===== src/rtl/bonus_score_tracker.sv =====
// Per-game score FSM: level-based start score, one-shot +5/-5 boxes, exit freeze.
// Optional per-second decay is built only when SCORE_DECAY_EN is defined.
module bonus_score_tracker #(
  parameter int TICK_CYCLES = 50000000,
  parameter int BASE_EASY   = 100,
  parameter int BASE_MED    = 200,
  parameter int BASE_HARD   = 300,
  parameter int SCORE_MAX   = 999
) (
  input  logic       clock,
  input  logic       resetn,
  input  logic       playHard,
  input  logic       playMedium,
  input  logic       playEasy,
  input  logic       externalReset,
  input  logic [4:0] scorePlusFiveX,
  input  logic [4:0] scorePlusFiveY,
  input  logic [4:0] scoreMinusFiveX,
  input  logic [4:0] scoreMinusFiveY,
  input  logic [4:0] playerX,
  input  logic [4:0] playerY,
  input  logic       moveValid,
  input  logic       reachedExit,
  output logic [9:0] score,
  output logic       plusTaken,
  output logic       minusTaken,
  output logic       playing,
  output logic       done
);

  typedef enum logic [1:0] {IDLE, PLAYING, DONE} state_t;

  localparam logic signed [11:0] SMAX = 12'(SCORE_MAX);

  state_t            state, state_nxt;
  logic [9:0]        score_nxt, base;
  logic              plus_nxt, minus_nxt;
  logic              one_hot, abort, plus_hit, minus_hit, tick;
  logic signed [11:0] delta, sum;
  logic [9:0]        sat;

  assign one_hot = ($countones({playHard, playMedium, playEasy}) == 1);
  assign abort   = externalReset || !(playHard || playMedium || playEasy);

  assign plus_hit  = (state == PLAYING) && moveValid && !plusTaken &&
                     (playerX == scorePlusFiveX) && (playerY == scorePlusFiveY);
  assign minus_hit = (state == PLAYING) && moveValid && !minusTaken &&
                     (playerX == scoreMinusFiveX) && (playerY == scoreMinusFiveY);

`ifdef SCORE_DECAY_EN
  localparam int CW = (TICK_CYCLES > 1) ? $clog2(TICK_CYCLES) : 1;
  logic [CW-1:0] tick_cnt;

  assign tick = (state == PLAYING) && (tick_cnt == CW'(TICK_CYCLES - 1));

  // Held at zero outside PLAYING so every game starts a full second from entry.
  always_ff @(posedge clock or negedge resetn) begin
    if (!resetn)                        tick_cnt <= '0;
    else if (state != PLAYING || tick)  tick_cnt <= '0;
    else                                tick_cnt <= tick_cnt + 1'b1;
  end
`else
  assign tick = 1'b0;
`endif

  always_comb begin
    base = 10'(BASE_EASY);
    if (playHard)        base = 10'(BASE_HARD);
    else if (playMedium) base = 10'(BASE_MED);
  end

  // One net delta per cycle, saturated into [0, SCORE_MAX].
  always_comb begin
    delta = '0;
    if (plus_hit)  delta = delta + 12'sd5;
    if (minus_hit) delta = delta - 12'sd5;
    if (tick)      delta = delta - 12'sd1;
    sum = $signed({2'b00, score}) + delta;
    if (sum < 12'sd0)     sat = '0;
    else if (sum > SMAX)  sat = SMAX[9:0];
    else                  sat = sum[9:0];
  end

  always_comb begin
    state_nxt = state;
    score_nxt = score;
    plus_nxt  = plusTaken;
    minus_nxt = minusTaken;
    case (state)
      IDLE: begin
        score_nxt = '0;
        plus_nxt  = 1'b0;
        minus_nxt = 1'b0;
        if (one_hot && !externalReset) begin
          state_nxt = PLAYING;
          score_nxt = base;
        end
      end
      PLAYING: begin
        if (abort) begin
          state_nxt = IDLE;
          score_nxt = '0;
          plus_nxt  = 1'b0;
          minus_nxt = 1'b0;
        end else begin
          score_nxt = sat;
          plus_nxt  = plusTaken | plus_hit;
          minus_nxt = minusTaken | minus_hit;
          if (reachedExit) state_nxt = DONE;
        end
      end
      DONE: begin
        if (abort) begin
          state_nxt = IDLE;
          score_nxt = '0;
          plus_nxt  = 1'b0;
          minus_nxt = 1'b0;
        end
      end
      default: begin
        state_nxt = IDLE;
        score_nxt = '0;
        plus_nxt  = 1'b0;
        minus_nxt = 1'b0;
      end
    endcase
  end

  always_ff @(posedge clock or negedge resetn) begin
    if (!resetn) begin
      state      <= IDLE;
      score      <= '0;
      plusTaken  <= 1'b0;
      minusTaken <= 1'b0;
      playing    <= 1'b0;
      done       <= 1'b0;
    end else begin
      state      <= state_nxt;
      score      <= score_nxt;
      plusTaken  <= plus_nxt;
      minusTaken <= minus_nxt;
      playing    <= (state_nxt == PLAYING);
      done       <= (state_nxt == DONE);
    end
  end

endmodule


===== config.mk =====
export PLATFORM = sky130hd
export DESIGN_NAME = bonus_score_tracker
export DESIGN_NICKNAME = d
export VERILOG_FILES = /design/src/rtl/bonus_score_tracker.sv
export SDC_FILE = /design/constraint.sdc
export NUM_CORES = 1
export LEC_CHECK = 0
export ABC_AREA = 1
export CAP_MARGIN = 20
export CELL_PAD_IN_SITES_DETAIL_PLACEMENT = 0
export CELL_PAD_IN_SITES_GLOBAL_PLACEMENT = 2
export CORE_MARGIN = 5
export CORE_UTILIZATION = 27
export DETAILED_ROUTE_END_ITERATION = 12
export PLACE_DENSITY_LB_ADDON = 0.1
export SLEW_MARGIN = 5
export SYNTH_ARGS = -nofsm -noshare
export SYNTH_HDL_FRONTEND = slang
export SYNTH_SLANG_ARGS = --single-unit

===== constraint.sdc =====
create_clock -name clock -period 6 [get_ports clock]
set_input_delay 1.2 -clock clock [delete_from_list [all_inputs] [get_ports clock]]
set_output_delay 1.2 -clock clock [all_outputs]
set_load 0.02 [all_outputs]

==> results of run 1 <==
## registers in the layout, summed over array words and instances, names as in the netlist
name,count
done,1
minusTaken,1
playing,1
plusTaken,1
score,10
state,2
## synthesized netlist by cell type (all sizes together), types with 6 or more instances
library cell  instances  area share [%]
inv                  57              11
xor2                  8             3.7
dfrtp                16              21
nand2               105              22
o21ai                 7             2.2
a21oi                 9             2.9
nand3                28             8.0
nor4                  6             2.0
ha                   13             8.5
nand4                 6             2.0
nor2                 28             5.5
## final cells by class
cell class	count	area, µm²
clock buffers	4	55.1
fillers	754	4240
inverters	57	214
multi-input cells	234	1280
flip-flops and latches	16	400
well taps	96	120
repair buffers	52	518
## layout by cell type, fill, tap and decap left out, types with 2 or more instances in the layout
cell and instances:
xor2_1 8, nor2_1 28, or2_2 4, inv_1 55, clkbuf_8 4, nor3b_1 2
a21oi_1 8, nand2_1 96, nor3_1 3, o21ai_0 4, fa_1 2, nand2_2 8
inv_2 2, a41oi_1 2, a2111oi_0 3, clkdlybuf4s50_1 51, nand3b_1 4, nand4_1 6
o21ai_2 2, nor4_1 6, dfrtp_1 16, nand3_1 27, ha_1 13
## layer usage
metal	GRT usage, %	vias up
met1	21.4	924
met4	2.89	0
met5	0	-
met2	22.0	34
met3	1.44	2
li1	-	1093
## where the power goes
group	switching [mW]	internal, mW	total [mW]
logic	0.0455	0.0432	0.0888
clock network	0.0383	0.0582	0.0965
registers	0.00359	0.112	0.115
total	0.0874	0.213	0.300
## stage by stage
stage	hold WS (ns)	setup slack (ns)	utilization, %	instances
4_1_cts	0.534	1.33	37.9	459
5_1_grt	0.578	0.929	37.9	459
3_3_place_gp	0.517	1.17	37.1	455
2_1_floorplan	0.559	2.14	-	309
6_report	0.532	1.39	37.9	459
3_5_place_dp	0.522	1.06	37.1	455
## worst max-delay path by stage
stage                          end  cells past startpoint  startpoint  slack [ns]
after floorplan           score[2]                     25  playerX[3]        2.14
after global placement    score[2]                     24  playerX[0]        1.17
after detailed placement  score[7]                     24  playerX[0]        1.06
after CTS                 score[7]                     24  playerX[0]        1.33
after global routing      score[2]                     24  playerY[1]        0.93
final                     score[7]                     24  playerX[0]        1.39
## logic make-up after synthesis
family | Yosys count | synth area share (%)
AO/OA/AOI/OAI | 22 | 7.84
XOR/XNOR | 9 | 4.12
adder cells (fa/ha/maj) | 15 | 10.6
AND/OR/NAND/NOR | 188 | 44.5
flip-flops | 16 | 20.9
buffers and inverters | 59 | 12.0
## tightest hold or removal path, cell delays in order (launching register included)
cell	delay [ns]
dfrtp_1	0.38
nand2_1	0.06
nand2_1	0.06
==> impl_metrics.tcl, run 1 <==
set metrics [dict create \
    status "complete, no violations" \
    rsz0062_at_grt "false" \
    cts_buffer_depth 2 \
    overflow 0 \
    tightest_slew_ns 0.769 \
    end_kind "flop" \
    max_freq_mhz 217 \
    power_density_mw_per_mm2 116 \
    ctsResizeCount 0 \
    rows 30 \
    synth-seq-area-share_pct 20.9 \
    syn2layout_area_growth_pct 35.4 \
    hold_depth 2 \
    rrSetupSlack_ns 2.26 \
    synth_edf_count 0 \
    gp_congestion 0.882 \
    netlist_instances 309 \
    r2r_start "state[0]" \
    ys_dominant_reg_cell "dfrtp_1" \
    clk_latency_ns 0.25 \
    min_period_ns 4.61 \
    diodes 0 \
    wl_met1_um 3200 \
    postRouteAntennaNets 0 \
    met3WireLength_um 154 \
    min_path_type "reg -> reg" \
    start_util_pct 28.0 \
    ios 52 \
    setup_violations 0 \
    grtUsageTotal_pct 14.3 \
    min_to "score[0]" \
    cts_max_level 1 \
    fin_area_mm2 0.00259 \
    synth-async-reset-ratio_pct 100 \
    clock-root-buffer "clkbuf_8" \
    min_period_over_period_pct 76.8 \
    place_area_mm2 0.00254 \
    wl_per_cell_um 13.1 \
    hold_viol 0 \
    wl_um 6020 \
    cts_buffers 3 \
    cts_tree "yes" \
    path_buf_inv 5 \
    hpwlAfterDp_um 5260 \
    drcViolationCount 0 \
    crit_slowest_cell "clkdlybuf4s50_1" \
    cp.required_ns 6.13 \
    cp_top_family "simple AND/OR/NAND/NOR gates" \
    clock_sinks 16 \
    netlist-cell-type-count 31 \
    grt_max_degree 17 \
    r2r_cells 23 \
    cts_setup_buffers 0 \
    path_cells "clkdlybuf4s50_1 -> nor2_1 -> inv_1 -> o21ai_0 -> a2111oi_0 -> nand3_1 -> inv_1 -> ha_1 -> inv_1 -> fa_1 -> inv_1 -> nand3_1 -> nand2_1 -> nand2_1 -> nand2_1 -> nand2_1 -> nand3_1 -> nor2_1 -> nand2_1 -> nand2_2 -> nand2_4 -> nand2_1 -> nand2_1 -> nand3_1" \
    synth_nets 362 \
    portBuffers 51 \
    drive_gt1_share_pct 6.61 \
    num_vias 2053 \
    critPathMaxFanout 11 \
    ys_ff_latch 16 \
    power.total_uw 300 \
    crit_type "in -> reg" \
    die_w_um 94.2 \
    leakagePower_nw 1.36 \
    avgSynthCellArea_um2 6.20 \
    first_pass_iters 6 \
    cp_common_cell "nand2_1" \
    cp-start-kind "primary input" \
    core-area_mm2 0.00683 \
    tns_ns 0 \
    cts_hold_buf 0 \
    slew_viol_final 0 \
    ir_drop_uv 75.4 \
    max_slew_margin_pct 48.6 \
    yosysWarnings 0 \
    fin_nets 417 \
    grt_pass1_wl_um 9940 \
    drv_cap 0 \
    finClkSkew_ns 0.00429 \
    cpPeakStageDelay_ns 0.51 \
    die_h_um 94.2 \
    wl_met2_um 2640 \
    maxUsedRoutingLayer "met4" \
    grt_pass1_vias 1998 \
    cp_data_arrival_time_ns 4.74 \
    via_per_inst 4.47 \
    die_area_mm2 0.00887 \
    r2r-end "score[7]" \
    clkTransAtPathRegs_ns 0.07 \
    drt_iter0_markers 53 \
    holdCritStartpoint "score[0]" \
    synth_area_mm2 0.00191 \
    antenna_found_initial 0 \
]
Note: power is estimated with default switching activity, not from simulation.
==> run 2, diff against run 1 <==
- CORE_UTILIZATION: 27 -> 25
- clock period: 6 -> 4.4 ns (I/O delays scaled with it)
==> impl_metrics.tcl, run 2 (synthesis gave the netlist of run 1 again) <==
set metrics [dict create \
    met3_usage_pct 1.51 \
    crit_type "in -> reg" \
    final_cell_mix "nand2_1, inv_1, clkdlybuf4s50_1" \
    setup_violations 0 \
    dp.cells 477 \
    clock-root-buffer "clkbuf_8" \
    register_area_um2 400 \
    finalNonFillerCells 481 \
    fin_nets 433 \
    grt_pass1_vias 2104 \
    largest_register "score" \
    met1_usage_pct 18.2 \
    path_buf_inv 6 \
    max_freq_mhz 248 \
    drcViolationCount 0 \
    min_period_over_period_pct 91.6 \
    die_h_um 97.5 \
    drv_cap 0 \
    rsz0062_at_grt "false" \
    tightest_slew_ns 0.743 \
    end_kind "flop" \
    rows 32 \
    cpPeakStageDelay_ns 0.52 \
    use_met2_pct 21.4 \
    cp-start-kind "primary input" \
    crit_slowest_cell "clkdlybuf4s50_1" \
    postRouteAntennaNets 0 \
    cp.required_ns 4.52 \
    overflow 0 \
    gp_congestion 0.794 \
    die_area_mm2 0.00951 \
    largestRegisters "score x10, state x2" \
    portBuffers 51 \
    power_density_mw_per_mm2 152 \
    grt_max_degree 17 \
    grt_pass1_wl_um 10000 \
    first_pass_iters 4 \
    syn2layout_area_growth_pct 43.0 \
    cts_max_level 1 \
    drive_gt1_share_pct 11.3 \
    max_slew_margin_pct 50.3 \
    num_vias 2110 \
    rrSetupSlack_ns 0.92 \
    drt_iter0_markers 47 \
    largest_reg_flops 10 \
    status "complete, no violations" \
    start_util_pct 25.2 \
    clock_sinks 16 \
    clkTransAtPathRegs_ns 0.06 \
    die_w_um 97.5 \
    cp_common_cell "nand2_1" \
    diodes 0 \
    finClkSkew_ns 0.00115 \
    leakagePower_nw 1.44 \
    critPathMaxFanout 8 \
    dp_slack_ns -0.0208 \
    cts_buffer_depth 2 \
    core-area_mm2 0.00761 \
    setup_slack_ns 0.372 \
    cp_top_family "simple AND/OR/NAND/NOR gates" \
    grtUsageTotal_pct 12.9 \
    clk_latency_ns 0.25 \
    wl_um 6120 \
    min_period_ns 4.03 \
    cp_data_arrival_time_ns 4.15 \
    ir_drop_uv 137 \
    layout.cells.most_common "nand2_1" \
    hpwlAfterDp_um 5440 \
    ios 52 \
    cts_tree "yes" \
    cts_buffers 3 \
    via_per_inst 4.39 \
    slew_viol_final 0 \
    hold_viol 0 \
    n_fill_cell 848 \
    min_path_type "reg -> reg" \
    top_usage_layer "met2" \
    wl_per_cell_um 12.7 \
    multi_input_area_mm2 0.00130 \
    antenna_found_initial 0 \
]
==> run 2: cell types whose count changed in the layout (fill, tap and decap cells not counted) <==
cell	delta
buf_4	+16
a2111oi_2	+3
a2111oi_0	-3
==> run 2: metal layers <==
layer  up-vias  routed length (µm)
met3         2                 153
met1       956                3130
met5         -                   0
li1       1128                   -
met4         0                  17
met2        24                2820
==> run 2: stage by stage <==
stage / hold slack (ns) / setup TNS (ns) / area, µm² / total power, mW / util [%]
after detailed placement: 0.514 / -0.0457 / 2660 / 0.288 / 35.0
after global placement: 0.529 / 0 / 2660 / 0.289 / 35.0
after floorplan: 0.559 / 0 / 1910 / 0.215 / -
final: 0.523 / 0 / 2740 / 0.415 / 36.0
after global routing: 0.574 / 0 / 2740 / 0.440 / 36.0
after CTS: 0.532 / 0 / 2720 / 0.420 / 35.7
==> run 2: final timing paths <==
kind,start,endpoint,depth (start not counted)
worst max-delay path,playerX[4],score[2],26
worst min-delay path,score[0],score[0],2
worst max register to register,state[0],score[2],25
worst min register to register,score[0],score[0],2
max in group asynchronous,resetn,score[0],1
min in group asynchronous,resetn,score[9],1
==> run 2: repair_timing <==
action | CTS | global route
resized for setup | 0 | 6
setup endpoints to repair | 0 | 9
hold buffers | 0 | 0
buffers inserted | 0 | 0
==> run 2: worst reg2reg max path, delay by kind of cell (launching register included) <==
family | cells | cell delay, ns
simple gates | 17 | 1.87
fa+ha+maj | 3 | 0.82
flops | 1 | 0.35
buf+inv | 5 | 0.30
==> run 2: final cells by class <==
class                           count  share of cell area (%)
Multi-Input combinational cell    234                    47.6
Timing Repair Buffer               68                    23.3
Sequential cell                    16                    14.6
Inverter                           57                    7.82
Tap cell                          102                    4.66
Clock buffer                        4                    2.01
==> run 2: report_power, final <==
group          total (mW)  switching [mW]  leakage, nW  internal (mW)
clock               0.129          0.0497       0.0288         0.0793
combinational       0.129          0.0643         1.19         0.0645
sequential          0.158         0.00515        0.221          0.152
